**src/rtl/acondicionador_sensores.sv**
```systemverilog
// acondicionador_sensores
// Input-conditioning stage that sits in front of the PCorto1Final controller.
// The motor and presence switches go through a 2-flop synchroniser and a
// debouncer. The temperature word is sampled periodically and glitch-filtered.
//
// Parameters
//   DEB_CYCLES  consecutive synchronised cycles a switch must differ from its
//               output before the output flips (>= 2)
//   SAMPLE_DIV  temperature sample period in CLK cycles (>= 2)
//
// Ports
//   CLK           in   1  system clock, rising edge
//   Reset         in   1  asynchronous active-low reset
//   TempRaw       in   5  unsigned temperature code, quasi-static
//   MotorRaw      in   1  raw motor switch (asynchronous, bouncy)
//   PresenciaRaw  in   1  raw presence sensor (asynchronous, bouncy)
//   Temperatura   out  5  filtered temperature, registered
//   Motor         out  1  debounced motor switch, registered
//   Presencia     out  1  debounced presence, registered
//   TempValid     out  1  one-cycle pulse when a new Temperatura is accepted
//
// Build option
//   TEMP_AVG_EN   when defined, the two-equal-samples filter is replaced by a
//                 4-sample moving average with a FILL/RUN start-up phase.

module acondicionador_sensores #(
  parameter int DEB_CYCLES = 4,
  parameter int SAMPLE_DIV = 8
) (
  input  logic       CLK,
  input  logic       Reset,
  input  logic [4:0] TempRaw,
  input  logic       MotorRaw,
  input  logic       PresenciaRaw,
  output logic [4:0] Temperatura,
  output logic       Motor,
  output logic       Presencia,
  output logic       TempValid
);

  localparam int DW = $clog2(DEB_CYCLES);
  localparam int SW = $clog2(SAMPLE_DIV);
  localparam logic [DW-1:0] DEB_TERM = DW'(DEB_CYCLES - 1);
  localparam logic [SW-1:0] DIV_TERM = SW'(SAMPLE_DIV - 1);

  logic [1:0]    r_motorSync;
  logic [1:0]    r_presSync;
  logic [DW-1:0] r_motorCnt;
  logic [DW-1:0] r_presCnt;
  logic [SW-1:0] r_div;
  logic [4:0]    r_trQ;
  logic          w_strobe;

  // Two-flop synchronisers for both switch inputs; bit 1 is the safe copy.
  always_ff @(posedge CLK or negedge Reset) begin
    if (!Reset) begin
      r_motorSync <= 2'b00;
      r_presSync  <= 2'b00;
    end else begin
      r_motorSync <= {r_motorSync[0], MotorRaw};
      r_presSync  <= {r_presSync[0], PresenciaRaw};
    end
  end

  // Motor debounce: count consecutive cycles where the synchronised value
  // disagrees with the output, flip once the run reaches DEB_CYCLES.
  always_ff @(posedge CLK or negedge Reset) begin
    if (!Reset) begin
      r_motorCnt <= '0;
      Motor      <= 1'b0;
    end else if (r_motorSync[1] == Motor) begin
      r_motorCnt <= '0;
    end else if (r_motorCnt == DEB_TERM) begin
      Motor      <= ~Motor;
      r_motorCnt <= '0;
    end else begin
      r_motorCnt <= r_motorCnt + 1'b1;
    end
  end

  // Presence debounce, same rule as the motor path.
  always_ff @(posedge CLK or negedge Reset) begin
    if (!Reset) begin
      r_presCnt <= '0;
      Presencia <= 1'b0;
    end else if (r_presSync[1] == Presencia) begin
      r_presCnt <= '0;
    end else if (r_presCnt == DEB_TERM) begin
      Presencia <= ~Presencia;
      r_presCnt <= '0;
    end else begin
      r_presCnt <= r_presCnt + 1'b1;
    end
  end

  // Sample divider and raw temperature capture. The word is only consumed at
  // the strobe, so a single register stage is enough here.
  always_ff @(posedge CLK or negedge Reset) begin
    if (!Reset) begin
      r_div <= '0;
      r_trQ <= 5'd0;
    end else begin
      r_trQ <= TempRaw;
      if (r_div == DIV_TERM) r_div <= '0;
      else                   r_div <= r_div + 1'b1;
    end
  end

  assign w_strobe = (r_div == DIV_TERM);

`ifdef TEMP_AVG_EN

  typedef enum logic {FILL, RUN} tempState_t;

  tempState_t r_state;
  tempState_t w_nextState;
  logic       w_update;
  logic [1:0] r_fillCnt;
  // Three older samples; at a strobe the newest history entry is r_trQ itself.
  logic [4:0] r_hist [3];
  logic [6:0] w_sum;

  assign w_sum = {2'b00, r_trQ} + {2'b00, r_hist[0]} + {2'b00, r_hist[1]}
               + {2'b00, r_hist[2]};

  // State register for the averaging filter start-up.
  always_ff @(posedge CLK or negedge Reset) begin
    if (!Reset) r_state <= FILL;
    else        r_state <= w_nextState;
  end

  // Stay in FILL until the fourth strobe since reset has filled the history.
  always_comb begin
    w_nextState = r_state;
    w_update    = 1'b0;
    case (r_state)
      FILL: begin
        if (w_strobe && (r_fillCnt == 2'd3)) begin
          w_nextState = RUN;
          w_update    = 1'b1;
        end
      end
      RUN: begin
        w_update = w_strobe;
      end
      default: w_nextState = FILL;
    endcase
  end

  // History shift, fill counter and averaged output.
  always_ff @(posedge CLK or negedge Reset) begin
    if (!Reset) begin
      r_fillCnt   <= 2'd0;
      r_hist[0]   <= 5'd0;
      r_hist[1]   <= 5'd0;
      r_hist[2]   <= 5'd0;
      Temperatura <= 5'd0;
      TempValid   <= 1'b0;
    end else begin
      TempValid <= w_update;
      if (w_strobe) begin
        r_hist[0] <= r_trQ;
        r_hist[1] <= r_hist[0];
        r_hist[2] <= r_hist[1];
        if (r_state == FILL) r_fillCnt <= r_fillCnt + 1'b1;
      end
      if (w_update) Temperatura <= w_sum[6:2];
    end
  end

`else

  logic [4:0] r_samp;

  // Two-equal-samples filter: a value is accepted only when the current
  // strobe sees the same word as the previous one.
  always_ff @(posedge CLK or negedge Reset) begin
    if (!Reset) begin
      r_samp      <= 5'd0;
      Temperatura <= 5'd0;
      TempValid   <= 1'b0;
    end else begin
      TempValid <= 1'b0;
      if (w_strobe) begin
        r_samp <= r_trQ;
        if (r_trQ == r_samp) begin
          Temperatura <= r_trQ;
          TempValid   <= 1'b1;
        end
      end
    end
  end

`endif

endmodule

```
**config.mk**
```make
export PLATFORM = sky130hd
export DESIGN_NAME = acondicionador_sensores
export DESIGN_NICKNAME = d
export VERILOG_FILES = /design/src/rtl/acondicionador_sensores.sv
export SDC_FILE = /design/constraint.sdc
export NUM_CORES = 1
export LEC_CHECK = 0
export CAP_MARGIN = 10
export CELL_PAD_IN_SITES_DETAIL_PLACEMENT = 0
export CELL_PAD_IN_SITES_GLOBAL_PLACEMENT = 1
export CORE_MARGIN = 3
export CORE_UTILIZATION = 38
export DETAILED_ROUTE_END_ITERATION = 10
export GPL_TIMING_DRIVEN = 1
export PLACE_DENSITY_LB_ADDON = 0.1
export SLEW_MARGIN = 40
export SYNTH_ARGS = -nofsm -noshare
export SYNTH_HDL_FRONTEND = slang
export SYNTH_SLANG_ARGS = --single-unit
export TNS_END_PERCENT = 100
```
**constraint.sdc**
```tcl
create_clock -name CLK -period 1.57 [get_ports CLK]
set_clock_uncertainty 0.1 [all_clocks]
set_input_delay 0.314 -clock CLK [delete_from_list [all_inputs] [get_ports CLK]]
set_output_delay 0.314 -clock CLK [all_outputs]
set_load 0.01 [all_outputs]
```
Word-level counts from Yosys, hierarchy flattened. Index checks and enable logic that the tools add are counted.

$add $sub $neg: 3. Equality and inequality tests: 6. Mux-type cells: 7. Bitwise gates (word level): 4. Reductions and logical operators: 3.

Operators by type and width (count): $mux 2 (4); $reduce_and 2->1 (3); $eq 5x5->1 (1); $add 2x1->2 const B (2); $eq 2x2->1 const B (2); $not 1->1 (4); $add 3x1->3 const B (1); $eq 3x3->1 const B (1); $mux 3 (1); $eq 1x1->1 (2); $mux 1 (2).

Register bits after elaboration: 29. Output and inout bits: 8. Word-level logic and storage cells: 34.

Longest topological paths before layout. Gate-level depths: netlist (run 1).

Depth after elaboration: 3. Gate-level depth with buffers: 6. Gate-level depth less buffers: 4.

Worst setup path before layout (run 1). Ideal clock, no wire load.

Kind: register -> register. Start: register r_div[0]. End: register Temperatura[0]. Library setup time: 0.125 ns. Arrival: 1.419 ns. Setup slack: -0.074 ns. Stages on the path, launching flop included: 7. Cells stage by stage: dfrtp_1 ha_1 ha_1 buf_2 and3_1 buf_6 mux2_4.

Cells in the longest elaborated chain, start to end: 2.

RTL lines: start: declaration (RTL line 50) `logic [SW-1:0] r_div;`; start signal: assignment (RTL line 105) `else r_div <= r_div + 1'b1;`; $eq 3x3->1 (RTL line 109) `assign w_strobe = (r_div == DIV_TERM);`; $reduce_and 2->1 (no line); end signal: assignment (RTL line 187) `Temperatura <= r_trQ;`; end: declaration (RTL line 35) `output logic [4:0] Temperatura,`.

Every way passes these cells. A chain may end at the register's enable or synchronous reset.

Final worst setup path (run 1).
Start: register r_trQ[4]. End: register Temperatura[3].

Cells in the longest elaborated chain, start to end: 2.

RTL lines: start: declaration (RTL line 51) `logic [4:0] r_trQ;`; start signal: assignment (RTL line 103) `r_trQ <= TempRaw;`; $eq 5x5->1 (RTL line 186) `if (r_trQ == r_samp) begin`; $reduce_and 2->1 (no line).

Every way passes these cells.

==> reports/metrics.yaml, run 1 <==
reg2reg_depth: 5
cts_setup_buffers: 0
synth_nets: 74
syn_area_um2: 1050
cts-buffers-inserted: 5
wl_per_cell_um: 12.0
worst_ep_required_time_ps: 1670
slew_headroom: 0.875
cp_max_fo: 2
status: "finished, violations left"
finalMaxSlewViolations: 0
setup_viol_count_final: 5
yosysWarnings: 0
first_pass_iters: 2
hold_viol_final: 0
cp.arrival_ps: 1740
peakVddDrop_uv: 621
cts_hold_buf: 0
synth_common_cells: "dfrtp_1 (29), mux2_2 (7), mux2_4 (5), ha_1 (4), xor2_1 (4)"
crit_start: "r_trQ[4]"
yosys_most_used_dff: "dfrtp_1"
syn_inst: 61
grt_pass1_vias: 546
vias: 541
clock_sinks: 29
powerDensity_nw_per_um2: 1180
critPathCaptureType: "flop"
post_dp_cell_area_um2: 1300
tns_ps: -314
synth_top_area_frac: 0.694
yosysUniqueCellTypes: 13
ys_seq_area_frac: 0.694
row_count: 18
synth_edf_count: 0
dieArea_um2: 3420
synth_most_common_cell: "dfrtp_1"
areaGrowthSynthToFinish_pct: 28.3
groute.usage.overall: 0.0990
grt_pass1_wl_mm: 2.42
grt-ovfl-total: 0
clock_latency_ps: 310
drive_above_1_share: 0.311
cts_tree: "yes"
core_area_um2: 2540
period_share: 1.05
min_path_type: "primary input to asynchronous set/reset pin"
drt_wl_total_mm: 1.44
avgSynthCellArea_um2: 17.1
fmax_ghz: 0.608
die_h_um: 58.5
tightest_slew_ps: 186
synth_top_area_cell: "dfrtp_1"
antenna_left: 0
grt_max_degree: 30
drt-initial-drc-count: 2
fp.dieW_um: 58.5
cts_max_level: 2
antenna_found_initial: 0
synth-seq-cells: 29
worst_setup_path_start_kind: "flop"
vias_per_cell: 4.51
antenna_cells: 0
dpl.hpwl_mm: 1.05
rsz0062_at_grt: "true"
r2r-start: "r_trQ[4]"
violations: "setup timing"
initial_core_util: 0.411
gp_congestion: 0.634
drc_errors: 0
floorplan.io_pins: 17
postLayoutCellArea_um2: 1340
synthArstFlopShare: 1.00
worstSetupPathType: "flop to flop"
worst_slack_ps: -74.0
numPortBuffers: 16
root_buffer: "clkbuf_4"
cts.clk_slew.worst_paths_ps: 100
period_needed_ps: 1640
cts.path.max_buffers: 2
synth_area_leaders: "dfrtp_1 (69%), mux2_2 (7.5%), mux2_4 (7.2%)"
drv_cap: 0
nets: 102
p_leak_nw: 0.650
## layout by cell type, fill, tap and decap left out, types with 3 or more instances in the layout
cell type	instances
clkdlybuf4s50_1	8
dlygate4sd2_1	8
clkbuf_4	5
mux2_4	5
mux2_2	7
xor2_1	4
xnor2_1	3
dfrtp_1	29
buf_4	5
## per-stage QoR
stage / util / hold WS [ps] / instances / total power, mW / setup WS (ps)
after floorplan: - / -81.6 / 61 / 1.07 / -24.0
after global placement: 0.510 / 235 / 112 / 1.21 / -42.4
after detailed placement: 0.510 / 237 / 112 / 1.23 / -71.0
after CTS: 0.528 / 244 / 120 / 1.62 / -83.3
after global routing: 0.528 / 258 / 120 / 1.68 / -207
final: 0.528 / 243 / 120 / 1.58 / -74.0
## final cells by class
class / count / area, um^2
fillers: 227 / 1200
flip-flops and latches: 29 / 726
multi-input cells: 30 / 309
repair buffers: 23 / 219
clock buffers: 6 / 41.3
well taps: 30 / 37.5
clock inverters: 2 / 10.0
## registers in the layout, summed over array words and instances (netlist names)
| register | cells |
|---|---|
| Motor | 1 |
| Presencia | 1 |
| TempValid | 1 |
| Temperatura | 5 |
| r_div | 3 |
| r_motorCnt | 2 |
| r_motorSync | 2 |
| r_presCnt | 2 |
| r_presSync | 2 |
| r_samp | 5 |
| r_trQ | 5 |
## metal layers
| metal | vias up | share of wire | track usage | wire length (um) |
|---|---|---|---|---|
| li1 | 260 | - | - | - |
| met1 | 262 | 0.46 | 0.114 | 666 |
| met2 | 15 | 0.45 | 0.153 | 654 |
| met3 | 4 | 0.067 | 0.0482 | 96 |
| met4 | 0 | 0.017 | 0.0497 | 25 |
| met5 | - | 0 | 0 | 0 |
## kinds of logic (layout without fill, tap and decap cells)
group,Yosys count,count (layout),synth area share
adder cells (fa/ha/maj),4,4,0.0478
flip-flops,29,29,0.694
XOR/XNOR,7,7,0.0586
buffers and inverters,2,31,0.0155
AND/OR/NAND/NOR,7,7,0.0371
multiplexers,12,12,0.147
## report_power, final
group          internal (mW)  total [mW]  leakage, nW  switching, mW
sequential             0.844       0.901        0.358         0.0562
combinational          0.166       0.271        0.260          0.105
clock                  0.170       0.412       0.0320          0.242
total                   1.18        1.58        0.650          0.404
## worst paths after layout
kind,end,slack (ps)
setup reg to reg,Temperatura[3],-70
hold / removal,r_presCnt[0],240
setup / recovery,Temperatura[3],-70
hold reg to reg,r_presSync[1],260
max in group asynchronous,r_trQ[1],960
min in group CLK,r_presSync[1],260
## repair_timing
item | CTS | global route
gates resized for setup | 9 | 0
setup endpoints to repair | 13 | 5
gates cloned | 0 | 0
pin swaps | 2 | 0
## critical path: stages, from the launching register on
cell	delay, ps
dfrtp_1	400
xor2_1	160
nor4_1	240
and3_1	220
buf_4	140
mux2_4	290
Power figures use the tool's default switching activity.
==> run 2: changes to the inputs <==
--- a/config.mk
+++ b/config.mk
@@ -9,7 +9,7 @@
 export CELL_PAD_IN_SITES_DETAIL_PLACEMENT = 0
 export CELL_PAD_IN_SITES_GLOBAL_PLACEMENT = 1
 export CORE_MARGIN = 3
-export CORE_UTILIZATION = 38
+export CORE_UTILIZATION = 42
 export DETAILED_ROUTE_END_ITERATION = 10
 export GPL_TIMING_DRIVEN = 1
 export PLACE_DENSITY_LB_ADDON = 0.1
==> constraint.sdc (replaced) <==
create_clock -name CLK -period 1.55 [get_ports CLK]
set_clock_uncertainty 0.1 [all_clocks]
set_input_delay 0.31 -clock CLK [delete_from_list [all_inputs] [get_ports CLK]]
set_output_delay 0.31 -clock CLK [all_outputs]
set_load 0.01 [all_outputs]
==> run 2 against run 1 <==
Compared with the run above: the run still ends with setup timing left; clock power up 53%; core utilization rose by 7.4 points; sequential power increased by 1%.
==> reports/metrics.yaml, run 2 (same netlist as run 1, synthesis figures left out) <==
status: "finished, violations left"
violations: "setup timing"
nets: 103
die_h_um: 55.9
wl_per_cell_um: 12.2
regArea_um2: 726
fillers: 195
dpl.hpwl_mm: 1.04
antenna_found_initial: 0
vias_per_cell: 4.57
row_count: 17
clock_latency_ps: 320
multi_input_area_um2: 309
post_dp_cell_area_um2: 1290
tightest_slew_ps: 244
period_share: 1.11
dp.cells: 110
powerDensity_nw_per_um2: 1320
clock_sinks: 29
core_area_um2: 2300
first_pass_iters: 2
period_needed_ps: 1720
groute.usage.overall: 0.109
slew_headroom: 0.836
rsz0062_at_grt: "true"
cp.arrival_ps: 1820
cp_max_fo: 4
cts.path.max_buffers: 2
floorplan.io_pins: 17
grt_max_degree: 30
areaGrowthSynthToFinish_pct: 32.1
drv_cap: 0
reg2reg_depth: 5
layout_common_cells: "dfrtp_1 (29), clkdlybuf4s50_1 (8), dlygate4sd2_1 (8)"
cts_max_level: 2
cts-buffers-inserted: 5
setup_viol_count_final: 5
cts.clk_slew.worst_paths_ps: 90
hold_viol_final: 0
r2r-end: "Temperatura[0]"
postLayoutCellArea_um2: 1380
fmax_ghz: 0.582
worst_setup_path_start_kind: "flop"
p_leak_nw: 0.669
reg2reg_slack_ps: -170
initial_core_util: 0.455
drt-initial-drc-count: 6
grt_pass1_vias: 582
root_buffer: "clkbuf_4"
worst_slack_ps: -169
drc_errors: 0
r2r-start: "r_samp[1]"
drive_above_1_share: 0.319
final_cells: 119
finalMaxSlewViolations: 0
top_regs: "Temperatura (5), r_samp (5), r_trQ (5)"
min_path_type: "primary input to asynchronous set/reset pin"
critPathCaptureType: "flop"
grt_pass1_wl_mm: 2.48
vias: 544
gp_congestion: 0.673
worstSetupPathType: "flop to flop"
final_common_cell: "dfrtp_1"
antenna_cells: 0
numPortBuffers: 16
antenna_left: 0
post-route-util: 0.601
peakVddDrop_uv: 1030
drt_wl_total_mm: 1.45
cts_tree: "yes"
worst_ep_required_time_ps: 1650
dieArea_um2: 3130
grt-ovfl-total: 0
fp.dieW_um: 55.9
pre_cts_slack_ps: -145
-- run 2: per-stage QoR --
stage / hold slack [ps] / total power [mW] / setup TNS, ps
floorplan: -85.6 / 1.08 / -220
global placement: 236 / 1.23 / -220
detailed placement: 246 / 1.24 / -652
CTS: 257 / 1.84 / -788
global route: 254 / 1.93 / -1140
finish: 256 / 1.82 / -805
-- run 2: layout make-up --
class / count / share of cell area
repair buffers: 24 / 0.164
clock inverters: 1 / 0.0217
clock buffers: 7 / 0.0399
flip-flops and latches: 29 / 0.525
multi-input cells: 30 / 0.224
well taps: 28 / 0.0254
-- run 2: how the worst max path moves through the flow --
stage,cells after the start,start,endpoint,slack (ps)
2_1_floorplan,6,r_div[0],Temperatura[0],-40
3_3_place_gp,5,r_trQ[4],Temperatura[3],-50
3_5_place_dp,5,r_trQ[4],Temperatura[1],-150
4_1_cts,5,r_samp[1],Temperatura[0],-170
5_1_grt,5,r_samp[0],Temperatura[0],-240
6_report,5,r_samp[1],Temperatura[0],-170
-- run 2: worst max-delay path, stage by stage, from the launching register on --
cell,delay (ps)
dfrtp_1,390
xor2_1,160
nor4_1,290
and3_1,240
buf_6,130
mux2_4,290
-- run 2: layer usage --
metal	routed length [um]	part of all wire	GRT usage	vias up
li1	-	-	-	263
met1	709	0.49	0.130	261
met2	596	0.41	0.154	15
met3	107	0.074	0.0510	5
met4	33	0.023	0.0814	0
met5	0	0	0	-
-- run 2: repair_timing --
action / CTS / global route
endpoints found under the setup margin: 13 / 5
cloned: 0 / 0
resized for setup: 9 / 0
setup buffers: 1 / 0
pin swaps: 2 / 0
hold buffers: 0 / 0
-- run 2: where the power goes --
part | switching [mW] | leakage, nW | internal (mW)
Clock | 0.245 | 0.0455 | 0.385
Sequential | 0.0565 | 0.358 | 0.855
Combinational | 0.107 | 0.265 | 0.169
==> run 3: changes to the inputs <==
--- a/config.mk
+++ b/config.mk
@@ -5,6 +5,7 @@
 export SDC_FILE = /design/constraint.sdc
 export NUM_CORES = 1
 export LEC_CHECK = 0
+export ABC_CLOCK_PERIOD_IN_PS = 1550
 export CAP_MARGIN = 10
 export CELL_PAD_IN_SITES_DETAIL_PLACEMENT = 0
 export CELL_PAD_IN_SITES_GLOBAL_PLACEMENT = 1
@@ -13,6 +14,7 @@
 export DETAILED_ROUTE_END_ITERATION = 10
 export GPL_TIMING_DRIVEN = 1
 export PLACE_DENSITY_LB_ADDON = 0.1
+export REMOVE_ABC_BUFFERS = 1
 export SLEW_MARGIN = 40
 export SYNTH_ARGS = -nofsm -noshare
 export SYNTH_HDL_FRONTEND = slang
==> run 3 against run 2 <==
Compared with the run above: the flow still finishes with violations (setup timing); non-clock buffer count unchanged; via count up 4.2%; register-to-register slack better by 80 ps; design area down 3.1%; sequential cell count unchanged; core utilization down 1.9 points; wire length up 0.14%; global-route usage up 0.55 points; critical path depth unchanged.
==> reports/metrics.yaml, run 3 (same netlist as run 1, synthesis figures left out) <==
status: "finished, violations left"
violations: "setup timing"
pre_cts_slack_ps: -99.9
multi_input_area_um2: 304
drt-initial-drc-count: 4
critPathCaptureType: "flop"
period_share: 1.06
row_count: 17
clock_sinks: 29
drt_wl_total_mm: 1.45
slowest_delay_ps: 390
tightest_slew_ps: 191
switchingPower_mw: 0.415
peakVddDrop_uv: 833
antenna_found_initial: 0
endpoint: "Temperatura[0]"
powerDensity_nw_per_um2: 1200
post_dp_cell_area_um2: 1290
setup_viol_count_final: 5
p_leak_nw: 0.659
dpl.hpwl_mm: 1.03
top_regs: "Temperatura (5), r_samp (5), r_trQ (5)"
cp_max_fo: 3
cts.clk_slew.worst_paths_ps: 90
cts-buffers-inserted: 5
floorplan.io_pins: 17
grt_pass1_vias: 599
swShare: 0.258
period_needed_ps: 1640
wl_per_cell_um: 12.2
p_int_mw: 1.20
clock_latency_ps: 320
cp.arrival_ps: 1750
numPortBuffers: 16
fp.dieW_um: 55.9
worst_slack_ps: -90.7
vias_per_cell: 4.76
drc_errors: 0
worstSetupPathType: "flop to flop"
hold_viol_final: 0
grt_max_degree: 30
reg2reg_depth: 5
areaGrowthSynthToFinish_pct: 28.0
cts_tree: "yes"
finalMaxSlewViolations: 0
path_cells: "xor2_1, nor4_1, and3_1, buf_4, mux2_4"
grt_pass1_wl_mm: 2.61
power_mw: 1.61
vias: 567
initial_core_util: 0.455
rsz0062_at_grt: "true"
die_h_um: 55.9
layout_common_cells: "dfrtp_1 (29), clkdlybuf4s50_1 (8), dlygate4sd2_1 (8)"
r2r-end: "Temperatura[0]"
crit_slowest_cell: "dfrtp_1"
crit_start: "r_samp[4]"
reg2reg_slack_ps: -90
regArea_um2: 726
root_buffer: "clkbuf_4"
p_comb_frac: 0.171
grt-ovfl-total: 0
postLayoutCellArea_um2: 1340
dieArea_um2: 3130
min_path_type: "primary input to asynchronous set/reset pin"
cts_hold_buf: 0
antenna_left: 0
cts.path.max_buffers: 2
drive_above_1_share: 0.297
antenna_cells: 0
worst_ep_required_time_ps: 1660
cts_max_level: 2
gp_congestion: 0.674
slew_headroom: 0.871
core_area_um2: 2300
first_pass_iters: 2
final_common_cell: "dfrtp_1"
p_clk_frac: 0.260
power_frac_seq: 0.568
nets: 103
fillers: 199
r2r-start: "r_samp[4]"
fmax_ghz: 0.609
worst_setup_path_start_kind: "flop"
groute.usage.overall: 0.115
drv_cap: 0
## run 3: worst max-delay path, delay by kind of cell (launching register included)
| family | cells | cell delay [ps] |
|---|---|---|
| XOR/XNOR | 1 | 160 |
| buffers and inverters | 1 | 140 |
| flip-flops | 1 | 390 |
| multiplexers | 1 | 290 |
| AND/OR/NAND/NOR | 2 | 440 |
## run 3: timing repair
item | in CTS | in global routing
buffers inserted | 1 | 0
resized for setup | 8 | 0
pin swaps | 1 | 0
endpoints found under the setup margin | 13 | 5
cloned | 0 | 0
## run 3: how the worst min path moves through the flow
| stage | slack (ps) | from | cells past startpoint | endpoint |
|---|---|---|---|---|
| detailed placement | 240 | r_motorSync[0] | 0 | r_motorSync[1] |
| global route | 230 | Reset | 2 | Temperatura[4] |
| global placement | 230 | r_motorSync[0] | 0 | r_motorSync[1] |
| finish | 240 | Reset | 2 | TempValid |
| floorplan | -90 | Reset | 0 | Motor |
| CTS | 240 | Reset | 2 | r_div[0] |
## run 3: layer usage
metal / global-route usage / share of wire / vias to the layer above
li1: - / - / 265
met1: 0.122 / 0.47 / 282
met2: 0.172 / 0.44 / 13
met3: 0.0487 / 0.055 / 7
met4: 0.102 / 0.039 / 0
met5: 0 / 0 / -
## run 3: final cells by class
cell class	instances	share of cell area
clock buffers	6	0.0308
clock inverters	2	0.00748
multi-input cells	30	0.227
flip-flops and latches	29	0.542
well taps	28	0.0262
repair buffers	24	0.166
## run 3: power groups by stage
stage	Clock [mW]	Combinational, mW	Sequential (mW)
2_1_floorplan	0	0.143	0.940
6_report	0.420	0.276	0.916
3_3_place_gp	0	0.302	0.929
5_1_grt	0.483	0.308	0.930
4_1_cts	0.440	0.282	0.917
3_5_place_dp	0	0.309	0.934
## run 3: through the flow
| step | util | instances | TNS [ps] | hold WS (ps) |
|---|---|---|---|---|
| 6_report | 0.583 | 119 | -427 | 244 |
| 5_1_grt | 0.583 | 119 | -851 | 229 |
| 4_1_cts | 0.583 | 119 | -474 | 239 |
| 3_5_place_dp | 0.562 | 110 | -468 | 240 |
| 3_3_place_gp | 0.562 | 110 | -422 | 233 |
| 2_1_floorplan | - | 59 | -447 | -85.6 |
